**src/rtl/lif_neuron_win.sv**
```systemverilog
// Leaky integrate-and-fire output neuron with refractory period and windowed
// spike counting.
//
// Ports:
//   clk            rising-edge clock for all state
//   rst            synchronous reset, active-high
//   en             cycle enable; all state holds when low
//   spiking_value  signed synaptic input for this cycle
//   out_spike      one-cycle spike pulse (registered)
//   spike_cnt      spikes in the last completed window, held until next window end
//   window_done    one-cycle pulse marking the window end; spike_cnt updates with it
//   potential      membrane potential (observability)
module lif_neuron_win #(
  parameter int unsigned DATA_W         = 16,
  parameter int          THRESHOLD      = 64,
  parameter int unsigned LEAK_SHIFT     = 4,
  parameter int unsigned REFRACT_CYCLES = 50,
  parameter int unsigned T_WINDOW       = 250,
  parameter int unsigned CNT_W          = 8
) (
  input  logic                     clk,
  input  logic                     rst,
  input  logic                     en,
  input  logic signed [DATA_W-1:0] spiking_value,
  output logic                     out_spike,
  output logic        [CNT_W-1:0]  spike_cnt,
  output logic                     window_done,
  output logic signed [DATA_W-1:0] potential
);

  localparam int unsigned SUM_W  = DATA_W + 2;
  localparam int unsigned REFR_W = (REFRACT_CYCLES != 0) ? $clog2(REFRACT_CYCLES + 1) : 1;
  localparam int unsigned WIN_W  = $clog2(T_WINDOW);

  localparam logic signed [SUM_W-1:0] THR     = SUM_W'(THRESHOLD);
  localparam logic signed [SUM_W-1:0] SAT_MAX = {3'b000, {(DATA_W-1){1'b1}}};
  localparam logic signed [SUM_W-1:0] SAT_MIN = {3'b111, {(DATA_W-1){1'b0}}};
  localparam logic [REFR_W-1:0]       REFR_LOAD = REFR_W'(REFRACT_CYCLES);
  localparam logic [WIN_W-1:0]        WIN_LAST  = WIN_W'(T_WINDOW - 1);

  typedef enum logic {
    ST_INTEGRATE,
    ST_REFRACTORY
  } state_t;

  state_t                     state_q, state_d;
  logic signed [DATA_W-1:0]   pot_q, pot_d;
  logic        [REFR_W-1:0]   refr_q, refr_d;
  logic        [WIN_W-1:0]    win_q, win_d;
  logic        [CNT_W-1:0]    acc_q, acc_d;
  logic        [CNT_W-1:0]    spike_cnt_d;
  logic                       out_spike_d;
  logic                       window_done_d;

  logic signed [DATA_W-1:0]   leak_c;
  logic signed [SUM_W-1:0]    sum_wide_c;
  logic signed [DATA_W-1:0]   sum_sat_c;
  logic                       fire_c;
  logic                       fired;
  logic        [CNT_W-1:0]    acc_next;

  // Leak term; a zero shift means no leak rather than subtracting the whole potential.
  if (LEAK_SHIFT == 0) begin : g_no_leak
    assign leak_c = '0;
  end else begin : g_leak
    assign leak_c = pot_q >>> LEAK_SHIFT;
  end

  // Two guard bits hold any potential - leak + input without overflow before clamping.
  assign sum_wide_c = SUM_W'(pot_q) - SUM_W'(leak_c) + SUM_W'(spiking_value);

  always_comb begin
    if (sum_wide_c > SAT_MAX) begin
      sum_sat_c = SAT_MAX[DATA_W-1:0];
    end else if (sum_wide_c < SAT_MIN) begin
      sum_sat_c = SAT_MIN[DATA_W-1:0];
    end else begin
      sum_sat_c = sum_wide_c[DATA_W-1:0];
    end
  end

  assign fire_c = (SUM_W'(sum_sat_c) >= THR);

  // Next-state and output logic.
  always_comb begin
    state_d       = state_q;
    pot_d         = pot_q;
    refr_d        = refr_q;
    win_d         = win_q;
    acc_d         = acc_q;
    spike_cnt_d   = spike_cnt;
    out_spike_d   = 1'b0;
    window_done_d = 1'b0;
    fired         = 1'b0;
    acc_next      = acc_q;

    if (en) begin
      case (state_q)
        ST_INTEGRATE: begin
          if (fire_c) begin
            fired = 1'b1;
            pot_d = '0;
            if (REFRACT_CYCLES != 0) begin
              state_d = ST_REFRACTORY;
              refr_d  = REFR_LOAD;
            end
          end else begin
            pot_d = sum_sat_c;
          end
        end
        ST_REFRACTORY: begin
          pot_d  = '0;
          refr_d = refr_q - REFR_W'(1);
          if (refr_q == REFR_W'(1)) begin
            state_d = ST_INTEGRATE;
          end
        end
        default: state_d = ST_INTEGRATE;
      endcase

      out_spike_d = fired;
      if (fired && (acc_q != {CNT_W{1'b1}})) begin
        acc_next = acc_q + CNT_W'(1);
      end

      // Window end publishes the count (including this cycle's spike) and starts clean.
      if (win_q == WIN_LAST) begin
        spike_cnt_d   = acc_next;
        window_done_d = 1'b1;
        acc_d         = '0;
        win_d         = '0;
        pot_d         = '0;
        state_d       = ST_INTEGRATE;
        refr_d        = '0;
      end else begin
        acc_d = acc_next;
        win_d = win_q + WIN_W'(1);
      end
    end
  end

  // State register.
  always_ff @(posedge clk) begin
    if (rst) begin
      state_q     <= ST_INTEGRATE;
      pot_q       <= '0;
      refr_q      <= '0;
      win_q       <= '0;
      acc_q       <= '0;
      spike_cnt   <= '0;
      out_spike   <= 1'b0;
      window_done <= 1'b0;
    end else begin
      state_q     <= state_d;
      pot_q       <= pot_d;
      refr_q      <= refr_d;
      win_q       <= win_d;
      acc_q       <= acc_d;
      spike_cnt   <= spike_cnt_d;
      out_spike   <= out_spike_d;
      window_done <= window_done_d;
    end
  end

  assign potential = pot_q;

endmodule

```
**config.mk**
```make
export PLATFORM = sky130hd
export DESIGN_NAME = lif_neuron_win
export DESIGN_NICKNAME = d
export VERILOG_FILES = /design/src/rtl/lif_neuron_win.sv
export SDC_FILE = /design/constraint.sdc
export NUM_CORES = 1
export LEC_CHECK = 0
export ABC_AREA = 0
export BUFFER_PORTS_ARGS = -buffer_cell sky130_fd_sc_hd__buf_2
export CAP_MARGIN = 0
export CORE_ASPECT_RATIO = 0.9
export CORE_MARGIN = 8
export CORE_UTILIZATION = 40
export DETAILED_ROUTE_END_ITERATION = 8
export HOLD_SLACK_MARGIN = 0.03
export PLACE_DENSITY = 0.57
export SLEW_MARGIN = 40
export SYNTH_ARGS = -nofsm -noshare
export SYNTH_HDL_FRONTEND = slang
export SYNTH_SLANG_ARGS = --single-unit
```
**constraint.sdc**
```tcl
create_clock -name clk -period 7.4 [get_ports clk]
set_input_delay 1.48 -clock clk [delete_from_list [all_inputs] [get_ports clk]]
set_output_delay 1.48 -clock clk [all_outputs]
set_load 0.03 [all_outputs]
```
==> impl_results.md, run 1 <==
* Antenna violations before repair at 0
* WHS Endpoint: spike_cnt[3]
* Post-Synth Adder-Cell Area at 0.159
* Post-synthesis xor/xnor area fraction at 0.0454
* Vias at ~3400
* Placed cells at 634
* Starting Density at 0.405
* GRT met2 Usage at 0.212
* Main combinational cell family by area after synthesis: compound AO/OA/AOI/OAI gates
* CTS tree: built
* Worst hold slack at between 0.4 and 0.5 ns
* GP Congestion at between 0.8 and 0.9
* Mean Syn Cell Area at between 8 and 9 um^2
* Worst Path Max Fanout at 14
* Layout Utilization at 0.449
* Cell Count, Final, Fillers Out at between 600 and 700
* Core area at 0.00953 mm^2
* Final hold vios at 0
* Worst Hold Launch: spike_cnt[3]
* Clock latency on the worst-skew pair at between 0.3 and 0.4 ns
* Post-Synth Simple-Gate Area at 0.195
* Min cycle time layout at 5.08 ns
* Pre-CTS setup slack at approximately 2.0 ns
* DIE AREA at 0.0131 mm^2
* Post-synth ARST share at 0
* Mapped Area at 0.00386 mm^2
* Worst slew margin at 0.560
* Max clock buf depth at 2
* RSZ-0062 raised after global routing: false
* Peak supply drop at roughly 0.17 mV
* Syn Inst Count at between 400 and 500
* Status: finished, final reports clean
* Worst Tran Pin Value at 0.659 ns
* Most used flip-flop cell after synthesis: dfxtp_1
* # Post-CTS Setup Buffers at 0
* Compound-Gate Fraction of Synth Area at 0.243
* Port bufs at 44
* Fin Setup TNS at 0 ns
* Final period util at 0.686
* Clock Root Buffer: clkbuf_8
* Final worst slack at approximately 2.3 ns
* Gr usage total at 0.142
* Syn_nets at approximately 540
* Cells along the critical path: buf_2 -> inv_1 -> fa_1 -> inv_1 -> fa_1 -> a211oi_2 -> nor2_1 -> a211oi_1 -> xor2_1 -> a21boi_0 -> nand4b_4 -> o31ai_4 -> nand2b_1 -> o21ai_0
* FF+latch count, synth at around 50
* Die Y at between 100 and 150 um
* 1st-iter DRT viols at 308
* Site Rows at 34
* Crit path kind: input port to flip-flop
* Ports at 45
* Yosys cell types at 60
* Worst hold stages at 2
* Clock slew at reported path FFs at around 0.1 ns
* Buf/Inv on CP at 3
* Nets at roughly 570
* Num CTS Buffers at 5
* CTS H-tree lvls at 2
* P_leak at between 1.5 and 2 nW
* Cts repair resizes at 0
* Gr busiest metal: met2
* Layout cells sized above 1 at 0.140
* Vias in the first global route at 3154
* Drt total wl at ~9000 um
* GR Overflow Total at 0
* Post-synthesis mux area share at 0.0181
* Reg2reg setup slack at roughly 3.2 ns
* Sequential-to-total area share from yosys stat at 0.254
* Wire per inst at 14.2 um
* WP data arrival at around 5.3 ns
* CP max-delay cell: o31ai_4
* Critical Path RT at between 7 and 8 ns
* GRT met3 Usage at 0.0264
* FF-to-FF path depth at 13
* Worst Setup End Kind: flip-flop
* Worst flop-to-flop path endpoint: potential[1]
* Met1 usage at 0.205
* Drt drc at 0
* CP Launch Type: input port
* Fin. max-slew vios at 0
* TritonCTS Sinks at 49
* Crit path max-delay family: compound AO/OA/AOI/OAI gates
* Max incr delay on CP at about 0.61 ns
* Vias per cell at about 5.3
* EDFF count, synth at 0
* Max Fclk at around 0.20 GHz
* Worst flop-to-flop path startpoint: potential[1]
* YS warnings at 0
* Routed Antenna Nets at 0
* Pwr Density at 409 mW/mm^2
* Die X at approximately 120 um
* Diodes inserted at 0
* Max Cap Viol at 0
* Hold WC Path Type: flip-flop to flip-flop
* Setup violators final at 0
* First-pass iteration count of the detailed router at 4
* Largest net degree at the start of global routing at 18
* Layout area overhead at 10.7%
* Post-DP HPWL at slightly above 7000 um
* Global-route wire length before repair at 15500 um
* Hold buffer count at CTS at 0
* Skew final at 0.0135 ns
[area by class of cell]
cell class              count  area, um^2
clock buffers               6        82.6
clock inverters             2        13.8
multi-input cells         346        2550
flip-flops and latches     49         981
inverters                  67         251
fillers                  1028        5250
well taps                 126         158
repair buffers             46         235
[how the worst max path moves through the flow]
stage               slack (ns)              from             to  depth (start not counted)
finish                    2.32  spiking_value[1]   potential[1]                         14
global route              2.04  spiking_value[1]  potential[11]                         14
CTS                       2.34  spiking_value[1]   potential[1]                         14
detailed placement        2.00  spiking_value[1]   potential[1]                         14
global placement          2.04  spiking_value[1]   potential[0]                         14
floorplan                 2.59  spiking_value[1]      refr_q[4]                         13
[per-stage QoR]
stage	power [mW]	cell area, um^2
after floorplan	1.34	3860
after global placement	1.56	4170
after detailed placement	1.57	4180
after CTS	1.74	4270
after global routing	1.93	4280
final	1.75	4280
[tightest hold or removal path, stage by stage, from the launching register on]
cell and delay, ns:
dfxtp_1 0.32, nand2_1 0.05, o21ai_1 0.05
[synthesized netlist by cell type (2+ instances only)]
library cell / n / area share
inv_1: 67 / 0.065
fa_1: 15 / 0.078
o21ai_0: 28 / 0.036
xor2_1: 13 / 0.029
ha_1: 25 / 0.081
o21ai_1: 4 / 0.0052
or2_2: 3 / 0.0049
nor2b_1: 4 / 0.0065
a21boi_0: 5 / 0.0097
and2_1: 4 / 0.0065
mux2i_1: 7 / 0.018
nand2_1: 45 / 0.044
buf_2: 5 / 0.0065
o311ai_0: 2 / 0.0045
o31ai_1: 4 / 0.0078
buf_6: 2 / 0.0058
and3_1: 5 / 0.0081
o22a_1: 2 / 0.0045
or4_1: 2 / 0.0039
a211oi_2: 2 / 0.0065
a221o_1: 7 / 0.018
or3_1: 4 / 0.0065
o22ai_1: 2 / 0.0032
buf_1: 2 / 0.0019
xnor2_1: 7 / 0.016
nor3_1: 6 / 0.0078
o21a_1: 3 / 0.0058
nand3_1: 12 / 0.016
a21o_1: 6 / 0.012
nor3_2: 2 / 0.0052
nand2b_1: 9 / 0.015
a211oi_1: 3 / 0.0058
a22o_1: 15 / 0.034
clkbuf_1: 7 / 0.0068
a32oi_1: 3 / 0.0068
dfxtp_1: 49 / 0.25
nor2_1: 40 / 0.039
o211ai_1: 9 / 0.017
a21boi_1: 2 / 0.0039
a21oi_1: 20 / 0.026
nor4_1: 2 / 0.0032
nand4_1: 6 / 0.0097
[kinds of logic after synthesis]
kind of cell,after synthesis
AO/OA/AOI/OAI,128
multiplexers,7
AND/OR/NAND/NOR,151
XOR/XNOR,20
flip-flops,49
adder cells (fa/ha/maj),40
buffers and inverters,83
[state kept, by name, summed over array words and instances (netlist names)]
signal	cells
acc_q	8
out_spike	1
potential	16
refr_q	6
spike_cnt	8
state_q	1
win_q	8
window_done	1
[placed cells by master, fill, tap and decap left out, types with 5 or more instances in the layout]
cell      count
a21boi_0      5
a21o_1        6
a21oi_1      20
a221o_1       7
a22o_1       15
and3_1        5
buf_2        44
clkbuf_8      6
dfxtp_1      49
fa_1         15
ha_1         25
inv_1        67
mux2i_1       7
nand2_1      45
nand2b_1      9
nand3_1      12
nand4_1       6
nor2_1       39
nor3_1        6
o211ai_1      9
o21ai_0      28
xnor2_1       7
xor2_1       13
[per-layer routing]
metal  share of wire  vias to the layer above
li1                -                     1729
met1            0.52                     1585
met2            0.42                       75
met3           0.051                        6
met4          0.0062                        0
met5               0                        -
[power breakdown]
group          internal [mW]  switching [mW]
Combinational          0.461           0.757
Clock                 0.0759          0.0914
Sequential             0.304          0.0601
Note: power is estimated with default switching activity, not from simulation.
==> run 2, diff against run 1 <==
--- a/config.mk
+++ b/config.mk
@@ -5,7 +5,7 @@
 export SDC_FILE = /design/constraint.sdc
 export NUM_CORES = 1
 export LEC_CHECK = 0
-export ABC_AREA = 0
+export ABC_AREA = 1
 export BUFFER_PORTS_ARGS = -buffer_cell sky130_fd_sc_hd__buf_2
 export CAP_MARGIN = 0
 export CORE_ASPECT_RATIO = 0.9
==> constraint.sdc (replaced) <==
create_clock -name clk -period 4.75 [get_ports clk]
set_input_delay 0.95 -clock clk [delete_from_list [all_inputs] [get_ports clk]]
set_output_delay 0.95 -clock clk [all_outputs]
set_load 0.03 [all_outputs]
==> run 2 against run 1 <==
Design area up 0.64%. Sequential share of layout area shrank 0.15 points. Power increased by 21%. First-iteration DRC count down 38%. Clock power grew 63%. Combinational power is 9.8% higher. Global-route usage grew 0.17 points. Clock-buffer cell count is 1 lower. Clock skew down 0.0019 ns.
==> impl_results.md, run 2 <==
* Status: finished, final reports clean
* Nets at between 600 and 700
* Die X at ~120 um
* GR Overflow Total at 0
* Mean Syn Cell Area at approximately 6.7 um^2
* Cts repair resizes at 0
* Switch share at 0.522
* TritonCTS Sinks at 49
* Clock latency on the worst-skew pair at roughly 0.31 ns
* Worst Setup End Kind: flip-flop
* Mapped Area at 0.00388 mm^2
* Gate power share at 0.635
* Sequential-to-total area share from yosys stat at 0.253
* Final hold vios at 0
* Post-Synth Adder-Cell Area at 0.158
* WP data arrival at 4.45 ns
* YS warnings at 0
* Top cell type by total area after synthesis: dfxtp_1
* Final period util at 0.888
* P_leak at 2.22 nW
* Hold buffer count at CTS at 0
* Largest net degree at the start of global routing at 25
* Routed Antenna Nets at 0
* Top cells by area, synth: dfxtp_1, nand2_1, inv_1, ha_1, fa_1
* Hold WC Path Type: flip-flop to flip-flop
* Most common cell after layout, fill and taps aside: nand2_1
* Synth top area share at 0.253
* Fillers at approximately 1000
* Clock Root Buffer: clkbuf_8
* Layout cells sized above 1 at 0.129
* Post-DP HPWL at ~7400 um
* Setup violators final at 0
* EDFF count, synth at 0
* Ports at 45
* RSZ-0062 raised after global routing: false
* Worst Tran Pin Value at ~0.48 ns
* Min cycle time layout at 4.22 ns
* Part of the power in registers at 0.235
* Num CTS Buffers at 5
* Antenna violations before repair at 0
* Post-synthesis xor/xnor area fraction at 0.0429
* Worst slew margin at 0.679
* Drt drc at 0
* Core area at approximately 0.0096 mm^2
* First-pass iteration count of the detailed router at 7
* Starting Density at 0.405
* Site Rows at 34
* Pwr Density at 491 mW/mm^2
* Syn_nets at between 600 and 700
* Wire per inst at between 10 and 15 um
* Most common cell in the netlist: nand2_1
* Fin Setup TNS at 0 ns
* Gr usage total at 0.143
* Cell Count, Final, Fillers Out at 748
* Vias at between 3000 and 4000
* Switching power at between 1 and 1.5 mW
* Most used flip-flop cell after synthesis: dfxtp_1
* Vias per cell at approximately 4.8
* Compound-Gate Fraction of Synth Area at 0.114
* Max Cap Viol at 0
* Port bufs at between 40 and 50
* Crit path kind: input port to flip-flop
* Post-synth ARST share at 0
* Synth top cells by count: nand2_1, inv_1, dfxtp_1, a21oi_1, nand3_1
* CTS tree: built
* Yosys cell types at between 40 and 50
* 1st-iter DRT viols at 190
* Clock power share at 0.129
* Max clock buf depth at 2
* Post-Synth Simple-Gate Area at 0.308
* Finished Cell Area at 0.00430 mm^2
* Skew final at 0.0116 ns
* Worst Path Max Fanout at 14
* FF+latch count, synth at between 40 and 50
* Most frequent cells in the layout: nand2_1, inv_1, dfxtp_1
* Clock slew at reported path FFs at 0.11 ns
* DIE AREA at 0.0131 mm^2
* Critical Path RT at about 5 ns
* Placed cells at 740
* Main combinational cell family by area after synthesis: simple AND/OR/NAND/NOR gates
* Max Fclk at ~0.24 GHz
* Internal power at around 1.0 mW
* Vias in the first global route at 3255
* Syn Inst Count at slightly below 600
* Post-DP Area at ~0.0042 mm^2
* Post-synthesis mux area share at 0
* # Post-CTS Setup Buffers at 0
* GP Congestion at 0.868
* Fin. max-slew vios at 0
* Max FFs per register at 16
* Peak supply drop at a little over 0.2 mV
* Layout area overhead at 11.0%
* CTS H-tree lvls at 2
* Diodes inserted at 0
* Global-route wire length before repair at 15800 um
* Drt total wl at approximately 9200 um
* CP Launch Type: input port
* Die Y at about 110 um
## run 2: cells by family after synthesis
kind of cell | after synthesis
buffers and inverters | 124
XOR/XNOR | 19
flip-flops | 49
AND/OR/NAND/NOR | 270
AO/OA/AOI/OAI | 78
adder cells (fa/ha/maj) | 40
## run 2: power groups by stage
stage / Clock (mW) / Combinational [mW] / Sequential, mW
6_report: 0.273 / 1.34 / 0.497
4_1_cts: 0.281 / 1.34 / 0.497
5_1_grt: 0.296 / 1.53 / 0.504
3_3_place_gp: 0 / 1.33 / 0.506
3_5_place_dp: 0 / 1.33 / 0.506
2_1_floorplan: 0 / 1.05 / 0.536
## run 2: cell type report
class,count,area [um^2],share of cell area
clock inverters,3,26.3,0.00610
flip-flops and latches,49,981,0.228
well taps,126,158,0.0366
multi-input cells,407,2420,0.562
clock buffers,5,68.8,0.0160
repair buffers,45,228,0.0529
inverters,113,424,0.0985
## run 2: layer usage
metal  track usage  wire, um  vias to the layer above
li1              -         -                     1900
met1         0.207      4780                     1599
met2         0.218      3950                       78
met3        0.0267       431                        2
met4        0.0285        46                        0
met5             0         0                        -
## run 2: path summary, 6_finish.rpt
| check | slack (ns) | cells after the start | from | to |
|---|---|---|---|---|
| min | 0.48 | 2 | spike_cnt[4] | spike_cnt[4] |
| max reg2reg | 0.89 | 21 | potential[5] | potential[3] |
| max | 0.53 | 22 | spiking_value[1] | potential[3] |
| min reg2reg | 0.48 | 2 | spike_cnt[4] | spike_cnt[4] |
## run 2: critical path: stages
cell	delay (ns)
buf_2	0.07
inv_1	0.04
fa_1	0.54
inv_1	0.08
fa_1	0.45
nand2_1	0.09
nand2_1	0.09
nand3_1	0.09
nand2_1	0.12
nand2_1	0.12
nand2_1	0.06
nand2_1	0.07
nand4_1	0.21
nand2_2	0.28
nand3_1	0.12
nor2_2	0.14
nand2_1	0.11
nand2_2	0.13
nand2_4	0.08
nor2_4	0.32
nand3_1	0.17
o21ai_0	0.10
## run 2: through the flow
step | hold slack [ns] | total power, mW | util | worst slack, ns
2_1_floorplan | 0.439 | 1.59 | - | 1.07
3_3_place_gp | 0.452 | 1.84 | 0.439 | 0.273
3_5_place_dp | 0.462 | 1.84 | 0.439 | 0.220
4_1_cts | 0.478 | 2.12 | 0.449 | 0.513
5_1_grt | 0.497 | 2.33 | 0.450 | 0.248
6_report | 0.477 | 2.11 | 0.450 | 0.533
